## src/rtl/nou_rx_pkt_buffer.sv

```systemverilog
// nou_rx_pkt_buffer: NoC receive front end; captures the descriptor flit into packet fields, buffers payload in a show-ahead FIFO, holds off the next packet until write done/error (ports: noc flit in, start_aw + pkt fields out, pb_* FIFO read port, wr_done/wr_err in, pkt_done/pkt_err pulses out)
`ifndef NOU_NOC_DATA_WIDTH
`define NOU_NOC_DATA_WIDTH 64
`endif
`ifndef NOU_PKT_HEADER_ADDR_WIDTH
`define NOU_PKT_HEADER_ADDR_WIDTH 22
`endif
`ifndef NOU_PKT_HEADER_SZ_WIDTH
`define NOU_PKT_HEADER_SZ_WIDTH 12
`endif
`ifndef NOU_PKT_DATA_ADDR_WIDTH
`define NOU_PKT_DATA_ADDR_WIDTH 22
`endif
`ifndef NOU_PKT_DATA_SZ_WIDTH
`define NOU_PKT_DATA_SZ_WIDTH 8
`endif
module nou_rx_pkt_buffer #(
  parameter int DEPTH = 16
) (
  input  logic                                  clk,
  input  logic                                  rstn,
  input  logic                                  noc_flit_vld,
  output logic                                  noc_flit_rdy,
  input  logic [`NOU_NOC_DATA_WIDTH-1:0]        noc_flit_data,
  output logic                                  start_aw,
  output logic [`NOU_PKT_HEADER_ADDR_WIDTH-1:0] pkt_header_addr,
  output logic [`NOU_PKT_HEADER_SZ_WIDTH-1:0]   pkt_header_sz,
  output logic [`NOU_PKT_DATA_ADDR_WIDTH-1:0]   pkt_data_addr,
  output logic [`NOU_PKT_DATA_SZ_WIDTH-1:0]     pkt_data_sz,
  output logic                                  pb_empty,
  output logic [`NOU_NOC_DATA_WIDTH-1:0]        data_flit,
  input  logic                                  pb_rd_en,
  input  logic                                  wr_done,
  input  logic                                  wr_err,
  output logic                                  pkt_done,
  output logic                                  pkt_err
);
  localparam int AW  = $clog2(DEPTH);
  localparam int HAW = `NOU_PKT_HEADER_ADDR_WIDTH;
  localparam int HSW = `NOU_PKT_HEADER_SZ_WIDTH;
  localparam int DAW = `NOU_PKT_DATA_ADDR_WIDTH;
  localparam int DSW = `NOU_PKT_DATA_SZ_WIDTH;
  localparam int CW  = DSW + 5;
  localparam logic [1:0] IDLE = 2'd0, LOAD = 2'd1, WAIT = 2'd2;
  logic [1:0] state_q, state_d;
  logic alive_q;
  logic [CW-1:0] rem_q, rem_d, total;
  logic [AW:0] count_q;
  logic [AW-1:0] wp_q, rp_q;
  logic [`NOU_NOC_DATA_WIDTH-1:0] mem [DEPTH];
  logic [HAW-1:0] d_haddr;
  logic [HSW-1:0] d_hsz;
  logic [DAW-1:0] d_daddr;
  logic [DSW-1:0] d_dsz;
  logic accept, desc, push, pop;
  assign d_haddr = noc_flit_data[HAW-1:0];
  assign d_hsz   = noc_flit_data[HAW +: HSW];
  assign d_daddr = noc_flit_data[HAW+HSW +: DAW];
  assign d_dsz   = noc_flit_data[HAW+HSW+DAW +: DSW];
  assign total = ((CW'(d_hsz) + CW'(64)) >> 6) + ((CW'(d_dsz) + CW'(1)) << 4);
  // alive_q keeps rdy low while in reset and until the first clock after release
  assign noc_flit_rdy = alive_q & ((state_q == IDLE) | ((state_q == LOAD) & ~count_q[AW]));
  assign pb_empty  = count_q == '0;
  assign data_flit = pb_empty ? '0 : mem[rp_q];
  assign accept = noc_flit_vld & noc_flit_rdy;
  assign desc   = accept & (state_q == IDLE);
  assign push   = accept & (state_q == LOAD);
  assign pop    = pb_rd_en & ~pb_empty;
  always_comb begin
    state_d = state_q;
    rem_d   = rem_q;
    if (desc) begin
      state_d = LOAD;
      rem_d   = total;
    end else if (push) begin
      rem_d   = rem_q - CW'(1);
      state_d = rem_q == CW'(1) ? WAIT : LOAD;
    end else if (state_q == WAIT && (wr_err || wr_done)) begin
      state_d = IDLE;
    end
  end
  always_ff @(posedge clk or negedge rstn) begin
    if (!rstn) begin
      state_q         <= IDLE;
      alive_q         <= 1'b0;
      rem_q           <= '0;
      count_q         <= '0;
      wp_q            <= '0;
      rp_q            <= '0;
      start_aw        <= 1'b0;
      pkt_done        <= 1'b0;
      pkt_err         <= 1'b0;
      pkt_header_addr <= '0;
      pkt_header_sz   <= '0;
      pkt_data_addr   <= '0;
      pkt_data_sz     <= '0;
    end else begin
      state_q  <= state_d;
      alive_q  <= 1'b1;
      rem_q    <= rem_d;
      count_q  <= count_q + {{AW{1'b0}}, push} - {{AW{1'b0}}, pop};
      wp_q     <= wp_q + AW'(push);
      rp_q     <= rp_q + AW'(pop);
      start_aw <= desc;
      pkt_err  <= (state_q == WAIT) & wr_err;
      pkt_done <= (state_q == WAIT) & wr_done & ~wr_err;
      if (desc) begin
        pkt_header_addr <= d_haddr;
        pkt_header_sz   <= d_hsz;
        pkt_data_addr   <= d_daddr;
        pkt_data_sz     <= d_dsz;
      end
    end
  end
  always_ff @(posedge clk) begin
    if (push) mem[wp_q] <= noc_flit_data;
  end
endmodule

```

## config.mk

```make
export PLATFORM = sky130hd
export DESIGN_NAME = nou_rx_pkt_buffer
export DESIGN_NICKNAME = d
export VERILOG_FILES = /design/src/rtl/nou_rx_pkt_buffer.sv
export SDC_FILE = /design/constraint.sdc
export NUM_CORES = 1
export LEC_CHECK = 0
export BUFFER_PORTS_ARGS = -buffer_cell sky130_fd_sc_hd__buf_2
export CORE_UTILIZATION = 61
export DETAILED_ROUTE_END_ITERATION = 8
export PLACE_DENSITY = 0.87
export SYNTH_ARGS = -nofsm -noshare
export SYNTH_HDL_FRONTEND = slang
export SYNTH_SLANG_ARGS = --single-unit
```

## constraint.sdc

```tcl
create_clock -name clk -period 7.5 [get_ports clk]
set_input_delay 0.375 -clock clk [delete_from_list [all_inputs] [get_ports clk]]
set_output_delay 0.375 -clock clk [all_outputs]
set_load 0.005 [all_outputs]
```

# ---- After elaboration in Yosys (flattened, before gate mapping)
# Memory sizes are Yosys's and may differ from the RTL's.
# Cells that the tools add are included.
dict set report classes {
  mux 9
  n_reduce_logical 6
  addsub 8
  n_eq_ne 3
  n_bitwise 13
}
# operator n
set ops {}
lappend ops {{$mux 64} 1}
lappend ops {{$mux 13} 2}
lappend ops {{$add 12x7->13 const B} 1}
lappend ops {{$add 7x13->13} 1}
lappend ops {{$eq 13x1->1 const B} 1}
lappend ops {{$sub 13x1->13 const B} 1}
lappend ops {{$add 8x1->9 const B} 1}
lappend ops {{$and 1x1->1} 9}
lappend ops {{$add 4x1->4} 2}
lappend ops {{$mux 2} 4}
lappend ops {{$add 5x1->5} 1}
lappend ops {{$logic_not 5->1} 1}
lappend ops {{$sub 5x1->5} 1}
lappend ops {{$not 1->1} 3}
lappend ops {{$reduce_bool 3->1} 1}
lappend ops {{$eq 2x1->1 const B} 1}
lappend ops {{$eq 2x2->1 const B} 1}
lappend ops {{$logic_not 2->1} 1}
lappend ops {{$mux 1} 2}
lappend ops {{$reduce_bool 2->1} 1}
lappend ops {{$logic_and 1x1->1} 1}
lappend ops {{$logic_or 1x1->1} 1}
lappend ops {{$or 1x1->1} 1}
dict set report totals {
  memories 1
  output_inout_bits 133
  ram_bits 1024
  register_bits 96
}
# memory words word_bits read_ports rd_ports_with_merged_regs write_ports line_no
set memory_table {}
lappend memory_table {mem 16 64 1 0 1 50} ;# logic [`NOU_NOC_DATA_WIDTH-1:0] mem [DEPTH];

# ---- Longest topological paths before layout
dict set report logic_depth {
  ltp_word 8
  ltp_mapped 15
  ltp_nobuf 14
}

# ---- Worst setup path before layout
# No wires, ideal clock.
dict set report synth_timing {
  kind {reg-to-reg}
  from {reg state_q[1]}
  to {mem mem[0][0] (netlist bit) (enable)}
  t_required_ns 6.935
  setup_time_ns 0.565
  arrival_ns 5.851
  period_less_slack_ns 6.415
  n_path_buf 0
  path_stages_with_launch 6
  path_slack_ns 1.085
  path_cell_list {dfrtp_1 nand3b_1 nor3b_2 inv_1 or3_1 nor3_1}
}
dict set report synth_via {
  elab_chain_cells 8
}
# element line_no
set synth_rtl {}
lappend synth_rtl {{from (decl)} 45} ;# logic [1:0] state_q, state_d;
lappend synth_rtl {{from (signal assigned)} 98} ;# state_q <= state_d;
lappend synth_rtl {{$eq 2x1->1} {62, 67}}
lappend synth_rtl {{$and 1x1->1} 62} ;# assign noc_flit_rdy = alive_q & ((state_q == IDLE) | ((state_q == LOAD) & ~count_q[AW]));
lappend synth_rtl {{$or 1x1->1} 62}
lappend synth_rtl {{$and 1x1->1} 62}
lappend synth_rtl {{$and 1x1->1} 65} ;# assign accept = noc_flit_vld & noc_flit_rdy;
lappend synth_rtl {{$and 1x1->1 (*)} 67} ;# assign push = accept & (state_q == LOAD);
lappend synth_rtl {{$mux 1 (*)} 116} ;# if (push) mem[wp_q] <= noc_flit_data;
lappend synth_rtl {{$mux 1 (not written as such) (*)} 116}
lappend synth_rtl {{to (decl)} 50}
# Mark *: on every way between the ends. The rest lies on a longest branch, timed or not.

# ---- Final worst setup path
dict set report layout_timing {
  from {reg rp_q[1]}
  to {out data_flit[32]}
}
dict set report layout_via {
  elab_chain_cells 2
}
# element line_no
set layout_rtl {}
lappend layout_rtl {{from (decl)} 49} ;# logic [AW-1:0] wp_q, rp_q;
lappend layout_rtl {{from (signal assigned)} 103} ;# rp_q <= rp_q + AW'(pop);
lappend layout_rtl {{$mem_v2 16x64} -}
lappend layout_rtl {{$mux 64} 64} ;# assign data_flit = pb_empty ? '0 : mem[rp_q];
lappend layout_rtl {{to (decl)} 31} ;# output logic [`NOU_NOC_DATA_WIDTH-1:0] data_flit,
# Every way passes these cells.

==> out/metrics.csv <==
metric,value,unit
fin_crit_sh,62.1,%
post-route-util,69.9,%
reg2reg_depth,5,
rsz0062_at_grt,false,
cts_max_level,3,
maxSlewViolCount,0,
ant_nets,0,
relSlewSlack,17.1,%
synth_area_leaders,"edfxtp_1, mux4_2, dfrtp_1, nand2_1, nor2b_1",
netlist-cell-type-count,54,
ys_warn_count,0,
synth_top_area_cell,edfxtp_1,
via_per_inst,7.01,
io_pins,203,
root_buffer,clkbuf_16,
yosysMostFrequentCell,edfxtp_1,
num_vias,23055,
p_int,13.0,mW
finalSetupViolations,0,
grt_pass1_wl,165,mm
fin_crit,4.66,ns
required,7.12,ns
p_sw_share,29.3,%
ys.flop_type,edfxtp_1,
die_h,269,µm
hold_path_depth,4,
r2r-start,state_q[0],
max_freq,215,MHz
yosys-top-cells-count,"edfxtp_1, mux4_2, nand2_1",
grt_overflow,0,
synth-async-reset-ratio,8.57,%
cp_max_fo,182,
track_usage,32.7,%
gp_congestion,0.802,
antenna_found_initial,5,
synth_top_area_share,70.8,%
ctsHoldBuffers,3,
ir_drop,445,µV
dr.pass1.iters,8,
worstHoldEndpoint,state_q[1],
syn_area,43400,µm²
grt_max_degree,183,
r2r-end,mem[15][50],
power.switching,5.36,mW
setup_ws,2.84,ns
fin_skew,0.0278,ns
synth-seq-cells,1120,
drtIter0Drc,3364,
grt_pass1_vias,23784,
p_comb_share,26.8,%
rows,97,
syn2layout_area_growth,13.2,%
r2r_slack,3.63,ns
critPathCaptureType,primary output,
clkPwrFrac,30.8,%
min_from,wr_done,
worstPathArrival,4.28,ns
yosysSeqAreaShare,76.4,%
layout-drive-gt1-share,31.8,%
synth_edf_count,1024,
clk_path_buf_depth,3,
postCtsResizedCells,0,
hpwl,56.2,mm
nFillCells,3742,
cts.sinks,1120,
powerDensity,373,nW/µm²
syn_inst,2011,
drc,0,
wl,115,mm
outcome,finished clean,
start_kind,register,
cts_tree,yes,
numCtsBuffers,105,
worst_pin_slew,1.24,ns
seqPwrFrac,42.4,%
setup_tns,0,ns
port-buffer-count,202,
nets,2346,
clock_latency,0.68,ns
crit_type,register to primary output,
post_drt_wl_per_cell,34.8,µm
die_x,269,µm
initial_core_util,61.8,%
hold_viol,0,
cap_violations,0,
syn-num-nets,2100,
post_cts.repair.setup_buffers,0,
post-place-ws,3.58,ns
coreArea,70300,µm²
min_path_type,input port to register,
synth_area_per_cell,21.6,µm²
clkSlewWorstSetupHoldPaths,0.07,ns
die_area,72200,µm²
p_leak,16.5,nW
## cell type report
class                           instances  area, µm²  share of cell area, %
Inverter                               16       60.1                  0.122
Multi-Input combinational cell        771       9790                   19.9
Clock buffer                          134       2820                   5.73
Sequential cell                      1120      33200                   67.5
Timing Repair Buffer                  243       1370                   2.78
Antenna cell                            4       10.0                 0.0204
Tap cell                              940       1180                   2.39
Clock inverter                         63        768                   1.56
## placed cells by master, fill, tap and decap left out, types with 5 or more instances in the layout
| cell type | synthesis | final |
|---|---|---|
| a21o_1 | 5 | 5 |
| a21oi_1 | 17 | 17 |
| buf_2 | 6 | 201 |
| buf_4 | 21 | 36 |
| bufinv_16 | 0 | 16 |
| clkbuf_1 | 53 | 22 |
| clkbuf_16 | 0 | 106 |
| clkbuf_8 | 0 | 6 |
| clkinv_1 | 0 | 14 |
| clkinv_2 | 0 | 13 |
| clkinv_4 | 0 | 6 |
| clkinvlp_4 | 0 | 10 |
| dfrtp_1 | 96 | 92 |
| edfxtp_1 | 1024 | 1024 |
| ha_1 | 17 | 17 |
| inv_1 | 16 | 15 |
| mux4_2 | 320 | 320 |
| nand2_1 | 199 | 199 |
| nand3_1 | 17 | 17 |
| nor2_1 | 21 | 9 |
| nor2_4 | 0 | 12 |
| nor2b_1 | 66 | 66 |
| nor3_1 | 9 | 5 |
| o21ai_0 | 16 | 16 |
| o22ai_1 | 5 | 5 |
| xnor2_1 | 11 | 11 |
| xor2_1 | 9 | 9 |
## metal layers
layer	vias to the layer above	routed length (µm)	GRT usage [%]
met1	11855	38100	42.8
met3	381	13700	6.98
met5	-	0	0
li1	8729	-	-
met2	2090	57800	53.3
met4	0	5050	15.4
## how the worst max path moves through the flow
stage	from	slack (ns)	end	cells after the start
detailed placement	rp_q[1]	3.58	data_flit[32]	5
global placement	rp_q[1]	3.70	data_flit[32]	5
finish	rp_q[1]	2.84	data_flit[32]	5
floorplan	state_q[1]	1.08	mem[0][0]	5
global route	rp_q[0]	2.75	data_flit[24]	5
CTS	rp_q[1]	2.84	data_flit[32]	5
## worst max-delay path, stage by stage, from the launching register on
cell	delay (ns)
dfrtp_4	1.23
buf_12	0.85
mux4_2	0.51
mux4_2	0.54
nor2b_1	0.20
buf_2	0.19
## flip-flops by register name (all words and copies together), names as in the netlist
signal / count
count_q: 5
start_aw: 1
pkt_data_sz: 8
rem_q: 13
rp_q: 4
pkt_err: 1
pkt_data_addr: 22
pkt_header_sz: 12
alive_q: 1
wp_q: 4
state_q: 2
pkt_done: 1
mem: 1024
pkt_header_addr: 22
## power groups by stage
stage	registers, mW	logic, mW	clock network (mW)
6_report	7.76	4.91	5.63
5_1_grt	7.79	5.16	5.85
4_1_cts	7.75	4.91	5.64
3_5_place_dp	7.84	4.73	0
3_3_place_gp	7.80	4.56	0
2_1_floorplan	7.51	3.44	0
## cells by family (layout without fill, tap and decap cells)
kind of cell | count (synthesis) | in the layout | share of synthesized area (%)
adder cells (fa/ha/maj) | 19 | 19 | 0.582
flip-flops | 1120 | 1120 | 76.4
buffers and inverters | 120 | 456 | 1.36
other | 1 | 5 | 0.00864
AND/OR/NAND/NOR | 347 | 347 | 3.74
AO/OA/AOI/OAI | 61 | 61 | 0.870
multiplexers | 323 | 323 | 16.7
XOR/XNOR | 20 | 20 | 0.404
## stage by stage
| step | instances | power [mW] | cell area [µm²] | hold slack [ns] |
|---|---|---|---|---|
| after floorplan | 2011 | 11.0 | 43400 | 0.0794 |
| after global placement | 3087 | 12.4 | 45500 | 0.452 |
| after detailed placement | 3087 | 12.6 | 45500 | 0.457 |
| after CTS | 3287 | 18.3 | 49100 | 0.0337 |
| after global routing | 3290 | 18.8 | 49100 | 0.0733 |
| final | 3291 | 18.3 | 49200 | 0.0562 |
Power figures use the tool's default switching activity.
